===== config.mk =====
export PLATFORM = sky130hd
export DESIGN_NAME = game_scan_gen_flat
export DESIGN_NICKNAME = d
export VERILOG_FILES = /design/src/rtl/game_scan_gen_if.sv /design/src/rtl/game_scan_gen.sv /design/src/flat_wrapper.sv
export SDC_FILE = /design/constraint.sdc
export NUM_CORES = 1
export LEC_CHECK = 0
export CAP_MARGIN = 20
export CORE_ASPECT_RATIO = 0.75
export CORE_MARGIN = 2
export CORE_UTILIZATION = 53
export DETAILED_ROUTE_END_ITERATION = 8
export MAX_ROUTING_LAYER = met4
export PLACE_DENSITY = 0.81
export SETUP_SLACK_MARGIN = 0.05
export SYNTH_ARGS = -nofsm -noshare
export SYNTH_HDL_FRONTEND = slang
export SYNTH_SLANG_ARGS = --single-unit

===== constraint.sdc =====
create_clock -name vga_pix_clk -period 4.6 [get_ports vga_pix_clk]
set_clock_uncertainty 0.15 [all_clocks]
set_input_delay 0.69 -clock vga_pix_clk [delete_from_list [all_inputs] [get_ports vga_pix_clk]]
set_output_delay 0.69 -clock vga_pix_clk [all_outputs]
set_load 0.1 [all_outputs]

===== src/rtl/game_scan_gen_if.sv =====
// Scan outputs from game_scan_gen: sync, blanking, and the game-window coordinates and strobes.
interface game_scan_gen_if #(
    parameter int unsigned GAME_W = 224,
    parameter int unsigned GAME_H = 288
);
    localparam int unsigned SXW = $clog2(GAME_W);
    localparam int unsigned SYW = $clog2(GAME_H);

    logic           hsync;
    logic           vsync;
    logic           display_enabled;
    logic           game_active;
    logic           game_pix_stb;
    logic           frame_stb;
    logic [SXW-1:0] sx;
    logic [SYW-1:0] sy;
    logic           border;

    modport master (
        output hsync, vsync, display_enabled, game_active, game_pix_stb,
               frame_stb, sx, sy, border
    );
    modport slave (
        input  hsync, vsync, display_enabled, game_active, game_pix_stb,
               frame_stb, sx, sy, border
    );
endinterface


===== src/rtl/game_scan_gen.sv =====
// VGA raster counters plus a centred, integer-scaled game window; all outputs registered one cycle after hc/vc.
// Optional GAME_BORDER_EN adds a one-pixel frame around the window on the border output.
module game_scan_gen #(
    parameter int unsigned H_VISIBLE = 640,
    parameter int unsigned H_FRONT   = 16,
    parameter int unsigned H_SYNC    = 96,
    parameter int unsigned H_BACK    = 48,
    parameter int unsigned V_VISIBLE = 480,
    parameter int unsigned V_FRONT   = 10,
    parameter int unsigned V_SYNC    = 2,
    parameter int unsigned V_BACK    = 33,
    parameter int unsigned GAME_W    = 224,
    parameter int unsigned GAME_H    = 288,
    parameter int unsigned SCALE     = 1
) (
    input  logic              vga_pix_clk,
    input  logic              rst,
    game_scan_gen_if.master   scan
);
    localparam int unsigned H_TOTAL  = H_VISIBLE + H_FRONT + H_SYNC + H_BACK;
    localparam int unsigned V_TOTAL  = V_VISIBLE + V_FRONT + V_SYNC + V_BACK;
    localparam int unsigned HCW      = $clog2(H_TOTAL);
    localparam int unsigned VCW      = $clog2(V_TOTAL);
    localparam int unsigned SXW      = $clog2(GAME_W);
    localparam int unsigned SYW      = $clog2(GAME_H);
    localparam int unsigned SHIFT    = $clog2(SCALE);
    localparam int unsigned WIN_W    = GAME_W * SCALE;
    localparam int unsigned WIN_H    = GAME_H * SCALE;
    localparam int unsigned H_OFF    = (H_VISIBLE - WIN_W) / 2;
    localparam int unsigned V_OFF    = (V_VISIBLE - WIN_H) / 2;
    localparam int unsigned HS_START = H_VISIBLE + H_FRONT;
    localparam int unsigned HS_END   = HS_START + H_SYNC;
    localparam int unsigned VS_START = V_VISIBLE + V_FRONT;
    localparam int unsigned VS_END   = VS_START + V_SYNC;

    logic [HCW-1:0] hc;
    logic [VCW-1:0] vc;

    // Raster counters: vc advances on the hc wrap, both wrap together at frame end
    always_ff @(posedge vga_pix_clk) begin
        if (rst) begin
            hc <= '0;
            vc <= '0;
        end else if (hc == HCW'(H_TOTAL - 1)) begin
            hc <= '0;
            vc <= (vc == VCW'(V_TOTAL - 1)) ? '0 : vc + VCW'(1);
        end else begin
            hc <= hc + HCW'(1);
        end
    end

    logic           hsync_nxt, vsync_nxt, de_nxt, active_nxt, pix_stb_nxt, frame_nxt, border_nxt;
    logic [SXW-1:0] sx_nxt;
    logic [SYW-1:0] sy_nxt;
    logic           h_win, v_win;
    logic [HCW-1:0] hrel;
    logic [VCW-1:0] vrel;

    always_comb begin
        hsync_nxt   = 1'b1;
        vsync_nxt   = 1'b1;
        de_nxt      = 1'b0;
        active_nxt  = 1'b0;
        pix_stb_nxt = 1'b0;
        frame_nxt   = 1'b0;
        border_nxt  = 1'b0;
        sx_nxt      = '0;
        sy_nxt      = '0;

        hrel  = hc - HCW'(H_OFF);
        vrel  = vc - VCW'(V_OFF);
        h_win = (hc >= HCW'(H_OFF)) && (hc < HCW'(H_OFF + WIN_W));
        v_win = (vc >= VCW'(V_OFF)) && (vc < VCW'(V_OFF + WIN_H));

        hsync_nxt  = !((hc >= HCW'(HS_START)) && (hc < HCW'(HS_END)));
        vsync_nxt  = !((vc >= VCW'(VS_START)) && (vc < VCW'(VS_END)));
        de_nxt     = (hc < HCW'(H_VISIBLE)) && (vc < VCW'(V_VISIBLE));
        frame_nxt  = (hc == '0) && (vc == '0);
        active_nxt = h_win && v_win;

        // Coordinates stay zero outside the window so they never exceed the game range
        if (active_nxt) begin
            sx_nxt      = SXW'(hrel >> SHIFT);
            sy_nxt      = SYW'(vrel >> SHIFT);
            pix_stb_nxt = ((hrel & HCW'(SCALE - 1)) == '0) && ((vrel & VCW'(SCALE - 1)) == '0);
        end

`ifdef GAME_BORDER_EN
        border_nxt =
            (((hc == HCW'(H_OFF - 1)) || (hc == HCW'(H_OFF + WIN_W))) &&
             (vc >= VCW'(V_OFF - 1)) && (vc <= VCW'(V_OFF + WIN_H))) ||
            (((vc == VCW'(V_OFF - 1)) || (vc == VCW'(V_OFF + WIN_H))) &&
             (hc >= HCW'(H_OFF - 1)) && (hc <= HCW'(H_OFF + WIN_W)));
`else
        border_nxt = 1'b0;
`endif
    end

    always_ff @(posedge vga_pix_clk) begin
        if (rst) begin
            scan.hsync           <= 1'b1;
            scan.vsync           <= 1'b1;
            scan.display_enabled <= 1'b0;
            scan.game_active     <= 1'b0;
            scan.game_pix_stb    <= 1'b0;
            scan.frame_stb       <= 1'b0;
            scan.sx              <= '0;
            scan.sy              <= '0;
            scan.border          <= 1'b0;
        end else begin
            scan.hsync           <= hsync_nxt;
            scan.vsync           <= vsync_nxt;
            scan.display_enabled <= de_nxt;
            scan.game_active     <= active_nxt;
            scan.game_pix_stb    <= pix_stb_nxt;
            scan.frame_stb       <= frame_nxt;
            scan.sx              <= sx_nxt;
            scan.sy              <= sy_nxt;
            scan.border          <= border_nxt;
        end
    end
endmodule

===== src/flat_wrapper.sv =====
// flat-port wrapper written by rule: the top's interface ports become plain ports
module game_scan_gen_flat 
#(
    parameter int unsigned H_VISIBLE = 640,
    parameter int unsigned H_FRONT   = 16,
    parameter int unsigned H_SYNC    = 96,
    parameter int unsigned H_BACK    = 48,
    parameter int unsigned V_VISIBLE = 480,
    parameter int unsigned V_FRONT   = 10,
    parameter int unsigned V_SYNC    = 2,
    parameter int unsigned V_BACK    = 33,
    parameter int unsigned GAME_W    = 224,
    parameter int unsigned GAME_H    = 288,
    parameter int unsigned SCALE     = 1
)
  (vga_pix_clk, rst, scan_hsync, scan_vsync, scan_display_enabled, scan_game_active, scan_game_pix_stb, scan_frame_stb, scan_sx, scan_sy, scan_border);
  game_scan_gen_if #(.GAME_W(GAME_W), .GAME_H(GAME_H)) scan_i ();
  input  logic vga_pix_clk;
  input  logic rst;
  output wire logic [$bits(scan_i.hsync)-1:0] scan_hsync;
  output wire logic [$bits(scan_i.vsync)-1:0] scan_vsync;
  output wire logic [$bits(scan_i.display_enabled)-1:0] scan_display_enabled;
  output wire logic [$bits(scan_i.game_active)-1:0] scan_game_active;
  output wire logic [$bits(scan_i.game_pix_stb)-1:0] scan_game_pix_stb;
  output wire logic [$bits(scan_i.frame_stb)-1:0] scan_frame_stb;
  output wire logic [$bits(scan_i.sx)-1:0] scan_sx;
  output wire logic [$bits(scan_i.sy)-1:0] scan_sy;
  output wire logic [$bits(scan_i.border)-1:0] scan_border;
  assign scan_hsync = scan_i.hsync;
  assign scan_vsync = scan_i.vsync;
  assign scan_display_enabled = scan_i.display_enabled;
  assign scan_game_active = scan_i.game_active;
  assign scan_game_pix_stb = scan_i.game_pix_stb;
  assign scan_frame_stb = scan_i.frame_stb;
  assign scan_sx = scan_i.sx;
  assign scan_sy = scan_i.sy;
  assign scan_border = scan_i.border;
  game_scan_gen #(.H_VISIBLE(H_VISIBLE), .H_FRONT(H_FRONT), .H_SYNC(H_SYNC), .H_BACK(H_BACK), .V_VISIBLE(V_VISIBLE), .V_FRONT(V_FRONT), .V_SYNC(V_SYNC), .V_BACK(V_BACK), .GAME_W(GAME_W), .GAME_H(GAME_H), .SCALE(SCALE)) u_core (.vga_pix_clk(vga_pix_clk), .rst(rst), .scan(scan_i));
endmodule

After elaboration in Yosys (flattened, before gate mapping) --
Cells that the tools add are included.
Operators by class: add/sub/neg operators 4, magnitude comparators 10, equality and inequality tests 2, muxes and demuxes 2, bitwise operators 1, reductions and logical operators 13
Operators with widths (number):
- $lt A10 B9 Y1 const B | 4
- $add A10 B1 Y10 const B | 2
- $eq A10 B10 Y1 const B | 2
- $logic_not A10 Y1 | 2
- $lt A10 B10 Y1 const B | 2
- $ge A10 B10 Y1 const B | 1
- $ge A10 B7 Y1 const B | 1
- $ge A10 B8 Y1 const B | 1
- $ge A10 B9 Y1 const B | 1
- $mux W10 | 1
- $sub A9 B7 Y9 const B | 1
- $sub A8 B8 Y8 const B | 1
- $logic_and A1 B1 Y1 | 7
- $reduce_or A2 Y1 | 2
- $logic_not A1 Y1 | 2
- $mux W1 | 1
- $not A1 Y1 | 1
Storage, ports and cells: register bits 43, logic and storage cells 42

Longest topological paths before layout --
Gate-level depths: netlist of the first run.
word-level depth 5, mapped depth 8

Worst setup path after synthesis of the first run --
Ideal clock, no wire load.
kind register to output, start point register u_core.scan.game_pix_stb, end point output scan_game_pix_stb, arrival time 1.356 ns, required time 3.760 ns, path slack 2.404 ns, stages on the path, launching flop included 2, path buffers 1, path through dfxtp_1 buf_4
RTL lines:
- from (decl) | RTL line game_scan_gen_if.sv:20 | output hsync, vsync, display_enabled, game_active, game_pix_stb,
- from (signal assigned) | RTL line game_scan_gen.sv:115 | scan.game_pix_stb <= pix_stb_nxt;
- to (decl) | RTL line flat_wrapper.sv:24 | output wire logic [$bits(scan_i.game_pix_stb)-1:0] scan_game_pix_stb;
No word-level cell between the ends.

==> run_results.csv, run 1 <==
group,metric,value,unit
place,placed_cells,253,
final_layout,fill_cells,272,
global_route,grt_pass1_vias,1182,
cts,cts_root_buf,"clkbuf_8",
cts,clk_latency,0.29,ns
min_path,hold_start,"u_core.hc[0]",
floorplanning,fp.dieW,71.40,um
synth,synthCells,204,
sta,setup_tns,0,ns
global_route,grt_first_pass_wirelength,5.464,mm
synth,synth_warnings,0,
routing,drc_errors,0,
power_and_ir_drop,p_per_area,298.8,mW/mm2
synth,synth_fp_nets,214,
floorplanning,die_h,54.55,um
final_layout,layout-drive-gt1-share,5.882,%
floorplanning,die_area,0.003894,mm2
sta,max_slew_margin,33.85,%
min_path,hold_class,"register to register",
routing,dr.pass1.iters,4,
worst_setup_path,crit_buf_inv,1,
worst_setup_path,slowest_stage,"clkdlybuf4s50_1",
worst_setup_path,crit_path_start_kind,"register",
cts,cts_buffers,5,
worst_setup_path,critPathRequiredTime,3.76,ns
floorplanning,core,0.003266,mm2
floorplanning,io_pins,26,
final_layout,layout.nets,230,
routing,wl_per_cell,12.91,um
final_layout,diodes,0,
floorplanning,num_rows,18,
sta,fmax,0.3850,GHz
final_layout,syn_to_final_growth,16.70,%
worst_setup_path,worst-path-max-fanout,2,
cts,cts_htree_levels,2,
sta,period_share,56.46,%
routing,post_drt_via_cell_ratio,5.322,
cts,cts.sinks,42,
worst_setup_path,critPathMaxStageDelay,1.13,ns
synth,synth-seq-cells,42,
cts,holdBufCountCts,0,
worst_setup_path,crit_type,"register to primary output",
sta,hold_viol,0,
global_route,grt_max_degree,14,
sta,period_minus_slack,2.597,ns
sta,setup_viol,0,
routing,num_vias,1389,
routing,ant_nets,0,
worst_setup_path,endpoint_kind,"primary output",
synth,synth.avg_cell_area,8.850,um2
synth,yosysSeqAreaShare,46.57,%
synth,synth_cell_types,37,
worst_setup_path,startpoint,"u_core.scan.game_pix_stb",
cts,cts_tree,"built",
flow_run,maxCapViolCount,0,
cts,cts.clk_slew.worst_paths,0.07,ns
sta,rsz0062_at_grt,"no",
worst_setup_path,path_delay_family,"buffers and inverters",
routing,wirelength,3.369,mm
worst_setup_path,crit_chain,"clkdlybuf4s50_1",
synth,synth_area,0.001805,mm2
worst_setup_path,reg2reg_from,"u_core.hc[5]",
global_route,antenna_found_initial,0,
global_route,grt-ovfl-total,0,
floorplanning,initial_core_util,55.29,%
global_route,grtUsageTotal,19.19,%
run_status,status,"complete, no violations",
final_layout,final_cells,261,
cts,cts_setup_buffers,0,
place,dp_hpwl,2.360,mm
cts,clockBufferDepth,2,
place,io_buffers,24,
sta,maxSlewViolCount,0,
place,gp_congestion,0.8914,
final_layout,layout_commonest_cell,"dfxtp_1",
worst_setup_path,cp.arrival,1.76,ns
final_layout,final_cell_mix,"dfxtp_1, nor2_1, clkdlybuf4s50_1",
cts,cts_resized,0,
power_and_ir_drop,p_leak,0.8075,nW
routing,drtIter0Drc,76,
sta,worst_slew_pin_slew,0.9892,ns
power_and_ir_drop,peakVddDrop,0.0001919,V
[per-stage QoR]
step / area, um2 / hold WS (ns) / utilization [%] / setup slack (ns) / total power (W)
2_1_floorplan: 1805 / 0.2758 / - / 2.404 / 0.0004037
3_3_place_gp: 2021 / 0.2886 / 61.88 / 1.991 / 0.0004096
3_5_place_dp: 2021 / 0.3014 / 61.88 / 1.900 / 0.0004099
4_1_cts: 2107 / 0.3195 / 64.52 / 1.990 / 0.0006356
5_1_grt: 2107 / 0.3479 / 64.52 / 1.965 / 0.0006532
6_report: 2107 / 0.3141 / 64.52 / 2.003 / 0.0006295
[report_power, final]
part	internal, W	switching (W)	total [W]
Sequential	0.000367	0.00000299	0.000370
Combinational	0.00000804	0.0000235	0.0000316
Clock	0.000107	0.000121	0.000228
Total	0.000482	0.000148	0.000630
[Yosys cell counts]
master	count	share of area, %
a2111o_1	1	0.62
a2111oi_0	2	0.97
a211oi_1	1	0.42
a21oi_1	4	1.1
a31o_2	3	1.5
a41o_1	1	0.55
and2_1	5	1.7
and3_1	3	1.0
and3b_1	1	0.49
and4b_1	1	0.55
buf_1	1	0.21
buf_2	1	0.28
buf_4	2	0.83
buf_6	1	0.62
clkbuf_1	8	1.7
clkbuf_2	2	0.55
conb_1	1	0.21
dfxtp_1	42	47
ha_1	8	5.5
inv_1	11	2.3
nand2_1	10	2.1
nand2b_1	1	0.35
nand3_1	8	2.2
nand4_1	7	2.4
nand4bb_1	1	0.62
nor2_1	36	7.5
nor2b_1	1	0.35
nor3_1	5	1.4
nor4_1	6	2.1
o211ai_1	1	0.42
o21ai_0	4	1.1
or2_2	2	0.69
or3_1	1	0.35
or4_1	1	0.42
or4_4	1	0.62
xnor2_1	13	6.3
xor2_1	7	3.4
[cell families (layout without fill, tap and decap cells)]
family	Yosys count	count (layout)	synth area share [%]
AND/OR/NAND/NOR	90	90	24.88
flip-flops	42	42	46.57
buffers and inverters	26	43	6.444
XOR/XNOR	20	20	9.702
AO/OA/AOI/OAI	17	17	6.654
adder cells (fa/ha/maj)	8	8	5.544
other	1	1	0.2077
[registers in the layout, indices dropped and copies added (netlist names)]
signal,flops
u_core.hc,10
u_core.vc,10
u_core.scan.sy,9
u_core.scan.hsync,1
u_core.scan.sx,8
u_core.scan.frame_stb,1
u_core.scan.display_enabled,1
u_core.scan.game_pix_stb,1
u_core.scan.vsync,1
[area by class of cell]
class                      count  area, um2  share of cell area (%)
timing repair buffer          24      240.2                   11.40
clock inverter                 2      13.76                  0.6532
multi-input combinational    136      848.3                   40.26
inverter                      11      41.29                   1.960
clock buffer                   6      72.57                   3.444
sequential                    42      840.8                   39.90
tap                           40      50.05                   2.375
[final timing paths]
kind              cells after the start  slack [ns]          endpoint
hold reg to reg                       1        0.31      u_core.hc[0]
setup / recovery                      1        2.00  scan_game_active
hold / removal                        1        0.31      u_core.hc[0]
setup reg to reg                      6        2.20      u_core.vc[9]
[routing by layer]
| layer | up-vias | track usage (%) | routed length (um) |
|---|---|---|---|
| met3 | 5 | 4.604 | 198 |
| met4 | 0 | 11.01 | 63 |
| met1 | 633 | 26.50 | 1734 |
| met5 | - | - | 0 |
| met2 | 41 | 25.46 | 1372 |
| li1 | 710 | - | - |
Power figures use the tool's default switching activity.
==> run 2, diff against run 1 <==
==> constraint.sdc (replaced) <==
create_clock -name vga_pix_clk -period 2.5 [get_ports vga_pix_clk]
set_clock_uncertainty 0.15 [all_clocks]
set_input_delay 0.375 -clock vga_pix_clk [delete_from_list [all_inputs] [get_ports vga_pix_clk]]
set_output_delay 0.375 -clock vga_pix_clk [all_outputs]
set_load 0.1 [all_outputs]
==> run 2 against run 1 <==
  * First-iteration DRC count increased by 54%
  * Via count grew 1.7%
  * Core utilization increased by 0.34 points
  * Sequential share of layout area fell by 0.21 points
  * Largest cell class unchanged
  * Largest power group unchanged
==> run_results.csv, run 2 (synthesis gave the netlist of run 1 again) <==
group,metric,value,unit
routing,wirelength,3.515,mm
cts,cts_htree_levels,2,
power_and_ir_drop,peakVddDrop,0.0002943,V
floorplanning,die_h,54.55,um
sta,period_share,85.90,%
global_route,grt_pass1_vias,1196,
place,dp_hpwl,2.542,mm
sta,fin_ws,0.3525,ns
global_route,grt-ovfl-total,0,
global_route,antenna_found_initial,0,
final_layout,utilization,64.87,%
floorplanning,num_rows,18,
worst_setup_path,crit_path_start_kind,"register",
place,dp_slack,0.2746,ns
place,placed_cells,259,
routing,ant_nets,0,
sta,setup_tns,0,ns
sta,rsz0062_at_grt,"no",
routing,post_drt_via_cell_ratio,5.292,
routing,wl_per_cell,13.16,um
floorplanning,core,0.003266,mm2
final_layout,final_cells,267,
global_route,grt_first_pass_wirelength,5.547,mm
final_layout,final_cell_mix,"dfxtp_1, nor2_1, buf_4",
power_and_ir_drop,p_leak,0.8843,nW
worst_setup_path,worst-path-max-fanout,12,
cts,cts_tree,"built",
flow_run,maxCapViolCount,0,
floorplanning,initial_core_util,55.29,%
worst_setup_path,crit_type,"register to register",
run_status,status,"complete, no violations",
power_and_ir_drop,p_per_area,597.7,mW/mm2
cts,clk_latency,0.29,ns
sta,hold_viol,0,
worst_setup_path,cp.arrival,2.24,ns
cts,cts_root_buf,"clkbuf_8",
sta,maxSlewViolCount,0,
final_layout,layout.nets,236,
floorplanning,fp.dieW,71.40,um
cts,cts.sinks,42,
sta,fmax,0.4657,GHz
cts,holdBufCountCts,0,
power_and_ir_drop,total_power,0.001266,W
cts,cts.clk_slew.worst_paths,0.08,ns
cts,cts_buffers,5,
routing,num_vias,1413,
routing,drtIter0Drc,117,
final_layout,layout_commonest_cell,"dfxtp_1",
worst_setup_path,critPathRequiredTime,2.59,ns
floorplanning,io_pins,26,
final_layout,layout-drive-gt1-share,18.50,%
place,io_buffers,24,
place,gp_congestion,0.9003,
global_route,grtUsageTotal,19.62,%
final_layout,reg_top3,"u_core.hc x10, u_core.vc x10, u_core.scan.sy x9",
final_layout,diodes,0,
cts,cts_setup_buffers,0,
final_layout,syn_to_final_growth,17.32,%
routing,drc_errors,0,
cts,clockBufferDepth,2,
global_route,grt_max_degree,14,
worst_setup_path,endpoint_kind,"register",
cts,cts_resized,0,
routing,dr.pass1.iters,4,
min_path,hold_class,"register to register",
sta,period_minus_slack,2.148,ns
sta,setup_viol,0,
floorplanning,die_area,0.003894,mm2
[run 2: per-stage QoR]
step                hold WS, ns  instance area (um2)
floorplan                0.2758                 1805
global placement         0.2930                 2008
detailed placement       0.3032                 2008
CTS                      0.3211                 2118
global route             0.3465                 2118
finish                   0.3166                 2118
[run 2: cell type report]
| cell class | instances | area (um2) |
|---|---|---|
| clock buffers | 6 | 72.57 |
| well taps | 40 | 50.05 |
| repair buffers | 30 | 227.7 |
| clock inverters | 2 | 37.54 |
| fillers | 269 | 1147 |
| multi-input cells | 136 | 848.3 |
| flip-flops and latches | 42 | 840.8 |
| inverters | 11 | 41.29 |
[run 2: where the power goes]
part	switching, W	total, W	internal (W)
sequential	0.00000457	0.000680	0.000675
clock	0.000227	0.000524	0.000298
combinational	0.0000457	0.0000619	0.0000161
total	0.000277	0.00127	0.000989
[run 2: worst paths after layout]
| kind | slack, ns | cells after the start | end | startpoint |
|---|---|---|---|---|
| worst min register to register | 0.32 | 1 | u_core.hc[0] | u_core.hc[0] |
| worst min-delay path | 0.32 | 1 | u_core.hc[0] | u_core.hc[0] |
| worst max-delay path | 0.35 | 6 | u_core.scan.sy[2] | u_core.vc[5] |
| worst max register to register | 0.35 | 6 | u_core.scan.sy[2] | u_core.vc[5] |
[run 2: critical path, cell delays in order (launching register included)]
cell	delay [ns]
dfxtp_1	0.56
ha_1	0.31
nor2b_1	0.20
a31o_2	0.19
nand3_1	0.30
inv_1	0.24
and2_1	0.15
[run 2: metal layers]
layer / track usage, % / routed length [um]
met1: 26.53 / 1749
met2: 28.40 / 1464
met3: 4.420 / 234
met4: 8.491 / 66
met5: - / 0
